--- config.mk ---
export PLATFORM = sky130hd
export DESIGN_NAME = demultiplex
export DESIGN_NICKNAME = d
export VERILOG_FILES = /design/src/rtl/demultiplex_pkg.sv /design/src/rtl/demultiplex_slot.sv /design/src/rtl/demultiplex.sv
export SDC_FILE = /design/constraint.sdc
export NUM_CORES = 1
export LEC_CHECK = 0
export CORE_AREA = 2 2 82 84
export CTS_BUF_LIST = sky130_fd_sc_hd__clkbuf_4
export DETAILED_ROUTE_END_ITERATION = 7
export DIE_AREA = 0 0 84 86
export PLACE_DENSITY = 0.81
export SLEW_MARGIN = 20
export SYNTH_ARGS = -nofsm -noshare
export SYNTH_HDL_FRONTEND = slang
export SYNTH_SLANG_ARGS = --single-unit
--- constraint.sdc ---
create_clock -name clk -period 2.5 [get_ports clk]
set_input_delay 0.625 -clock clk [delete_from_list [all_inputs] [get_ports clk]]
set_output_delay 0.625 -clock clk [all_outputs]
set_load 0.02 [all_outputs]
--- src/rtl/demultiplex_pkg.sv ---
// rtl/demultiplex_pkg.sv - shared types and helpers for the tagged stream demultiplexer
package demultiplex_pkg;

    localparam int MAX_BEAT = 64;

    // SLOT_ONE doubles as FULL when the slot holds a single entry.
    typedef enum logic [1:0] {
        SLOT_EMPTY = 2'd0,
        SLOT_ONE   = 2'd1,
        SLOT_TWO   = 2'd2
    } slot_state_e;

    function automatic int addr_width(input int n);
        return (n > 1) ? $clog2(n) : 1;
    endfunction

    function automatic logic [MAX_BEAT-1:0] beat_adr(input logic [MAX_BEAT-1:0] beat, input int w);
        return beat >> w;
    endfunction

    function automatic logic [MAX_BEAT-1:0] beat_dat(input logic [MAX_BEAT-1:0] beat, input int w);
        return beat & ((MAX_BEAT'(1) << w) - MAX_BEAT'(1));
    endfunction

endpackage

--- src/rtl/demultiplex_slot.sv ---
// rtl/demultiplex_slot.sv - per-output register slot, or 2-entry skid FIFO under DEMULTIPLEX_SKID_EN
module demultiplex_slot
    import demultiplex_pkg::*;
#(
    parameter int W = 16
) (
    input  logic         clk,
    input  logic         rst,
    input  logic         load,
    input  logic [W-1:0] dat,
    output logic         full,
    output logic         m_valid,
    input  logic         m_ready,
    output logic [W-1:0] m_data
);

    slot_state_e  state_q, state_d;
    logic [W-1:0] head_q, head_d;
    logic         fire;

    assign m_valid = (state_q != SLOT_EMPTY);
    assign m_data  = head_q;
    assign fire    = m_valid & m_ready;

`ifdef DEMULTIPLEX_SKID_EN
    logic [W-1:0] tail_q, tail_d;

    // Only the registered TWO state blocks input, so ready never sees m_ready.
    assign full = (state_q == SLOT_TWO);

    always_comb begin
        state_d = state_q;
        head_d  = head_q;
        tail_d  = tail_q;
        case (state_q)
            SLOT_EMPTY: begin
                if (load) begin
                    state_d = SLOT_ONE;
                    head_d  = dat;
                end
            end
            SLOT_ONE: begin
                if (fire && load) begin
                    head_d = dat;
                end else if (fire) begin
                    state_d = SLOT_EMPTY;
                end else if (load) begin
                    state_d = SLOT_TWO;
                    tail_d  = dat;
                end
            end
            SLOT_TWO: begin
                if (fire) begin
                    state_d = SLOT_ONE;
                    head_d  = tail_q;
                end
            end
            default: state_d = SLOT_EMPTY;
        endcase
    end

    always_ff @(posedge clk) begin
        if (rst) begin
            state_q <= SLOT_EMPTY;
            head_q  <= '0;
            tail_q  <= '0;
        end else begin
            state_q <= state_d;
            head_q  <= head_d;
            tail_q  <= tail_d;
        end
    end
`else
    assign full = (state_q == SLOT_ONE);

    always_comb begin
        state_d = state_q;
        head_d  = head_q;
        if (load) begin
            state_d = SLOT_ONE;
            head_d  = dat;
        end else if (fire) begin
            state_d = SLOT_EMPTY;
        end
    end

    always_ff @(posedge clk) begin
        if (rst) begin
            state_q <= SLOT_EMPTY;
            head_q  <= '0;
        end else begin
            state_q <= state_d;
            head_q  <= head_d;
        end
    end
`endif

endmodule

--- src/rtl/demultiplex.sv ---
// rtl/demultiplex.sv - routes {adr, dat} beats to N output streams; DEMULTIPLEX_SKID_EN selects 2-deep slots
module demultiplex
    import demultiplex_pkg::*;
#(
    parameter int W = 16,
    parameter int N = 4
) (
    input  logic                        clk,
    input  logic                        rst,
    input  logic [W+addr_width(N)-1:0]  s_data,
    input  logic                        s_valid,
    output logic                        s_ready,
    output logic [N*W-1:0]              m_data,
    output logic [N-1:0]                m_valid,
    input  logic [N-1:0]                m_ready
);

    localparam int A = addr_width(N);

    logic [A-1:0] adr;
    logic [W-1:0] dat;
    logic [N-1:0] load;
    logic [N-1:0] slot_full;
    logic         sel_full;
    logic         ready_en_q;
    logic         in_fire;

    assign adr     = A'(beat_adr(MAX_BEAT'(s_data), W));
    assign dat     = W'(beat_dat(MAX_BEAT'(s_data), W));
    assign in_fire = s_valid & s_ready;

    // Holds s_ready low for one cycle after reset release.
    always_ff @(posedge clk) begin
        if (rst) begin
            ready_en_q <= 1'b0;
        end else begin
            ready_en_q <= 1'b1;
        end
    end

`ifdef DEMULTIPLEX_SKID_EN
    always_comb begin
        sel_full = 1'b0;
        for (int k = 0; k < N; k++) begin
            if (adr == A'(k)) begin
                sel_full = slot_full[k];
            end
        end
    end

    assign s_ready = ready_en_q & ~rst & ~sel_full;
`else
    logic sel_ready;

    // Out-of-range adr keeps the defaults, so the beat is accepted and dropped.
    always_comb begin
        sel_full  = 1'b0;
        sel_ready = 1'b1;
        for (int k = 0; k < N; k++) begin
            if (adr == A'(k)) begin
                sel_full  = slot_full[k];
                sel_ready = m_ready[k];
            end
        end
    end

    assign s_ready = ready_en_q & ~rst & (~sel_full | sel_ready);
`endif

    for (genvar k = 0; k < N; k++) begin : g_slot
        assign load[k] = in_fire & (adr == A'(k));

        demultiplex_slot #(.W(W)) u_slot (
            .clk     (clk),
            .rst     (rst),
            .load    (load[k]),
            .dat     (dat),
            .full    (slot_full[k]),
            .m_valid (m_valid[k]),
            .m_ready (m_ready[k]),
            .m_data  (m_data[k*W +: W])
        );
    end

endmodule

==> results.toml, run 1 <==
[layout]
finalNetCount = 403
drive_above_1_share_pct = 19.3
antennaDiodeCount = 0
fin_area_mm2 = 0.00412
area_delta_synth_final_pct = 39.6
n_fill_cell = 511
fin_cells = 460

[setup_path]
required_ns = 1.88
crit_chain = "clkdlybuf4s50_1 > nand2b_1 > o311ai_1 > a211oi_2 > buf_4"
max_stage_delay_ns = 0.44
cp_max_fo = 2
cp.arrival_ns = 1.82
crit_slowest_cell = "clkdlybuf4s50_1"
end_kind = "output pin"
worst-setup-path-type = "in2out"
start_kind = "primary input"
regToRegSetupSlack_ns = 0.82

[clock_tree]
cts_setup_buffers = 0
root_buffer = "clkbuf_4"
htreeDepth = 3
cts_num_sinks = 69
holdBufCountCts = 0
clock_tree.buffer_depth = 2
cts_buffers = 9
path_clk_slew_ns = 0.11
cts_resized = 9
cts_tree = "done"
worst_skew_pair.late_latency_ns = 0.40

[grt]
antenna_found_initial = 0
first_global_vias = 2616
grt_usage_pct = 23.0
grt_max_degree = 55
grt_overflow_total = 0
grt_first_pass_wirelength_mm = 13.2

[pwr]
combPwrFrac_pct = 10.2
power_density_mw_per_mm2 = 552
p_leak_nw = 1.58
p_int_w = 0.00174
seqPwrFrac_pct = 49.8
power_w = 0.00227
p_sw_share_pct = 23.3
power_frac_clock_pct = 40.0
power_switching_w = 0.000530
vdd_drop_max_mv = 0.296

[min_path]
min_path_type = "reg2reg"

[sta]
maxSlewViolCount = 0
rsz0062_at_grt = "false"
layout_setup_ws_ns = 0.0516
final.min_clock_period_ns = 2.45
post-route-period-util_pct = 97.9
skew_ns = 0.00862
hold_ws_ns = 0.478
slew_headroom_pct = 29.8
hold_viol = 0
setup_violations = 0
worstMarginPinSlew_ns = 1.05
fmax_mhz = 408

[yosys]
avgSynthCellArea_um2 = 10.1
yosysWarnings = 0
synth_fp_nets = 317
async_reset_ff_share_pct = 0
yosysSeqAreaShare_pct = 46.8
synthCells = 292
synthFlopType = "dfxtp_1"
syn_area_mm2 = 0.00295
synth_enable_flop_cells = 0
synth-seq-cells = 69
ys_types = 30

[placed_design]
place_congestion = 0.753
portBuffers = 93
place_inst = 444
dpl.hpwl_mm = 5.60
placed_area_mm2 = 0.00393
dp_slack_ns = -0.513

[floorplanning]
core_area_mm2 = 0.00628
start_util_pct = 47.0
dieArea_mm2 = 0.00722
fp.dieW_um = 84
num_io_pins = 94
fp-row-count = 29
die_h_um = 86

[drt]
routed_wl_mm = 8.28
num_vias = 2629
postRouteAntennaNets = 0
vias_per_cell = 5.72
drt_iter0_markers = 178
drc = 0
wl_per_cell_um = 18.0
firstDrtPassIters = 4

[run]
cap_violations = 0

[outcome]
status = "finished, final reports clean"
[per-stage QoR]
stage                     util, %  setup TNS, ns
final                        65.7              0
after global routing         65.7              0
after CTS                    65.6              0
after detailed placement     62.6          -2.38
after global placement       62.6          -2.08
after floorplan                 -              0
[synth_stat cells (all sizes together) (2+ instances only)]
master  number  area share (%)
nor4         2            0.42
clkbuf      21             2.7
dfxtp       69              47
mux2i        2            0.68
a21oi       20             3.4
o311ai      17             5.0
nor2b       32             6.8
nand2b       4            0.85
nand4       30             6.4
mux2        29              12
nor3         2            0.51
o31ai       18             4.6
inv          2            0.25
nand2       17             2.2
buf         16             4.0
nor2         3            0.38
a31o         2            0.59
[kinds of logic after synthesis]
family                 after synthesis  synth area share [%]
AND/OR/NAND/NOR                     95                  19.6
flip-flops                          69                  46.8
AO/OA/AOI/OAI                       58                  13.9
buffers and inverters               39                  6.95
multiplexers                        31                  12.8
[cell type report]
type                            instances  area [um^2]  share of cell area [%]
Multi-Input combinational cell        184         1370                    33.3
Inverter                                2         7.51                   0.182
Timing Repair Buffer                  112         1080                    26.1
Clock buffer                           10         75.1                    1.82
Clock inverter                          6          111                    2.70
Sequential cell                        69         1380                    33.5
Tap cell                               77         96.3                    2.34
[power groups by stage]
stage / Clock [W] / Combinational, W / Sequential (W)
floorplan: 0 / 0.0000856 / 0.00118
global placement: 0 / 0.000225 / 0.00116
detailed placement: 0 / 0.000229 / 0.00116
CTS: 0.000925 / 0.000230 / 0.00113
global route: 0.000973 / 0.000244 / 0.00114
finish: 0.000910 / 0.000231 / 0.00113
[cell usage in the layout (no fill, tap or decap), types with 2 or more instances in the layout]
cell	count
a21oi_1	20
a31o_2	2
buf_4	19
bufinv_16	3
clkbuf_4	10
clkdlybuf4s50_1	90
dfxtp_1	69
mux2_2	21
mux2_4	8
mux2i_1	2
nand2_1	17
nand2b_1	4
nand4_1	30
nor2_1	3
nor2b_1	31
nor4_1	2
o311ai_0	16
o31ai_1	18
[flip-flops by register name, indices dropped and copies added (netlist names)]
name and count:
g_slot.u_slot.state_q 4, ready_en_q 1, g_slot.u_slot.m_data 64
[routing by layer]
metal  vias to the layer above  track usage [%]  part of all wire [%]  wire, um
met1                      1251             30.6                    43      3530
met2                       107             36.8                    49      4070
li1                       1254                -                     -         -
met3                        17             3.85                   6.1       505
met5                         -                0                     0         0
met4                         0             10.3                   2.1       177
[worst max-delay path, delay by kind of cell]
family                 cells  cell delay, ns
buffers and inverters      2            0.61
AO/OA/AOI/OAI              2            0.38
AND/OR/NAND/NOR            1            0.22
[path summary, 6_finish.rpt]
path,depth (start not counted),end,startpoint
hold / removal,2,g_slot[1].u_slot.m_data[6],g_slot[1].u_slot.m_data[6]
setup reg to reg,3,g_slot[0].u_slot.m_data[14],g_slot[0].u_slot.state_q[0]
hold reg to reg,2,g_slot[1].u_slot.m_data[6],g_slot[1].u_slot.m_data[6]
setup / recovery,5,s_ready,m_ready[1]
Power figures use the tool's default switching activity.
==> run 2, diff against run 1 <==
- RECOVER_POWER: default -> 50
==> run 2 against run 1 <==
Compared with the run above:
- hold slack improved by 0.0017 ns
- critical path type unchanged
- utilization fell by 1.0 points
- register-to-register slack about the same
- critical path depth stayed put
==> results.toml, run 2 (synthesis results as in run 1) <==
[setup_path]
worstRegToRegCells = 3
cp.depth = 5
cp_max_fo = 2
reg2reg_from = "g_slot[0].u_slot.state_q[0]"
worst-setup-path-type = "in2out"
start_kind = "primary input"
required_ns = 1.88
cp.arrival_ns = 1.84
critPathBufInv = 2
r2r-end = "g_slot[0].u_slot.m_data[14]"
crit_slowest_cell = "clkdlybuf4s50_1"
end_kind = "output pin"
crit_chain = "clkdlybuf4s50_1 > nand2b_1 > o311ai_1 > a211oi_2 > buf_4"
critPathTopFamily = "buffers and inverters"
max_stage_delay_ns = 0.44
regToRegSetupSlack_ns = 0.81

[sta]
slew_headroom_pct = 29.4
rsz0062_at_grt = "false"
setup_violations = 0
worstMarginPinSlew_ns = 1.06
hold_viol = 0
maxSlewViolCount = 0
skew_ns = 0.00766
fmax_mhz = 406
post-route-period-util_pct = 98.4
final.min_clock_period_ns = 2.46

[drt]
drc = 0
firstDrtPassIters = 4
vias_per_cell = 5.72
drt_iter0_markers = 156
wl_per_cell_um = 18.0
routed_wl_mm = 8.30
num_vias = 2633
postRouteAntennaNets = 0

[layout]
largest_reg_flops = 64
utilization_pct = 64.6
final_cell_mix = "clkdlybuf4s50_1, dfxtp_1, nor2b_1"
area_delta_synth_final_pct = 37.5
finalNetCount = 403
drive_above_1_share_pct = 16.7
mostFrequentLayoutCell = "clkdlybuf4s50_1"
antennaDiodeCount = 0

[min_path]
min_path_type = "reg2reg"
min_from = "g_slot[1].u_slot.m_data[6]"
hold_end = "g_slot[1].u_slot.m_data[6]"
hold_depth = 2

[grt]
grt_overflow_total = 0
antenna_found_initial = 0
first_global_vias = 2616
grt_first_pass_wirelength_mm = 13.2
grt_max_degree = 55
grt_usage_pct = 23.0

[clock_tree]
root_buffer = "clkbuf_4"
worst_skew_pair.late_latency_ns = 0.40
cts_buffers = 9
path_clk_slew_ns = 0.11
clock_tree.buffer_depth = 2
cts_tree = "done"
cts_num_sinks = 69
htreeDepth = 3
holdBufCountCts = 0

[floorplanning]
fp-row-count = 29
num_io_pins = 94
fp.dieW_um = 84
start_util_pct = 47.0
core_area_mm2 = 0.00628
die_h_um = 86
dieArea_mm2 = 0.00722

[placed_design]
place_congestion = 0.753
portBuffers = 93
dpl.hpwl_mm = 5.60

[pwr]
power_density_mw_per_mm2 = 559
power_w = 0.00227
p_leak_nw = 1.55
vdd_drop_max_mv = 0.295

[outcome]
status = "finished, final reports clean"

[run]
cap_violations = 0
## run 2: area by class of cell
type	instances	area, um^2
Tap cell	77	96.3
Sequential cell	69	1380
Clock buffer	10	75.1
Timing Repair Buffer	112	1050
Inverter	2	7.51
Fill cell	526	2220
Clock inverter	6	111
Multi-Input combinational cell	184	1330
## run 2: worst max-delay path by stage
stage               start  endpoint  slack [ns]
3_3_place_gp   s_data[16]   s_ready       -0.52
2_1_floorplan  s_data[16]   s_ready        0.07
5_1_grt        m_ready[1]   s_ready       0.006
4_1_cts        m_ready[3]   s_ready        0.07
6_report       m_ready[1]   s_ready        0.04
3_5_place_dp   s_data[16]   s_ready       -0.51
## run 2: what timing repair did
action | in CTS | in global routing
buffers inserted | 0 | 0
resized for setup | 9 | 0
endpoints found under the setup margin | 1 | 0
## run 2: metal layers
layer / track usage, % / part of all wire (%)
met4: 10.3 / 2.4
met3: 3.85 / 5.2
met1: 30.6 / 44
met5: 0 / 0
met2: 36.8 / 49
## run 2: stage by stage
stage               cell area (um^2)  std cells  hold WS, ns  worst slack [ns]  TNS [ns]
finish                          4060        460        0.480            0.0398         0
detailed placement              3930        444        0.460            -0.513     -2.38
floorplan                       2950        292        0.533            0.0735         0
CTS                             4120        460        0.478            0.0704         0
global route                    4060        460        0.503           0.00601         0
global placement                3930        444        0.452            -0.521     -2.08
## run 2: worst reg2reg max path: stages, from the launching register on
cell	delay, ns
dfxtp_1	0.36
nor2b_1	0.84
o311ai_0	0.30
nand2_1	0.13
## run 2: report_power, final
| group | switching (W) | internal, W |
|---|---|---|
| Combinational | 0.000123 | 0.0000999 |
| Sequential | 0.0000122 | 0.00112 |
| Clock | 0.000394 | 0.000518 |
| Total | 0.000529 | 0.00174 |
==> run 3, diff against run 2 <==
- CAP_MARGIN: default -> 20
==> results of run 3 <==
Same layout as run 2: the final DEF is identical, and so are final timing and power.
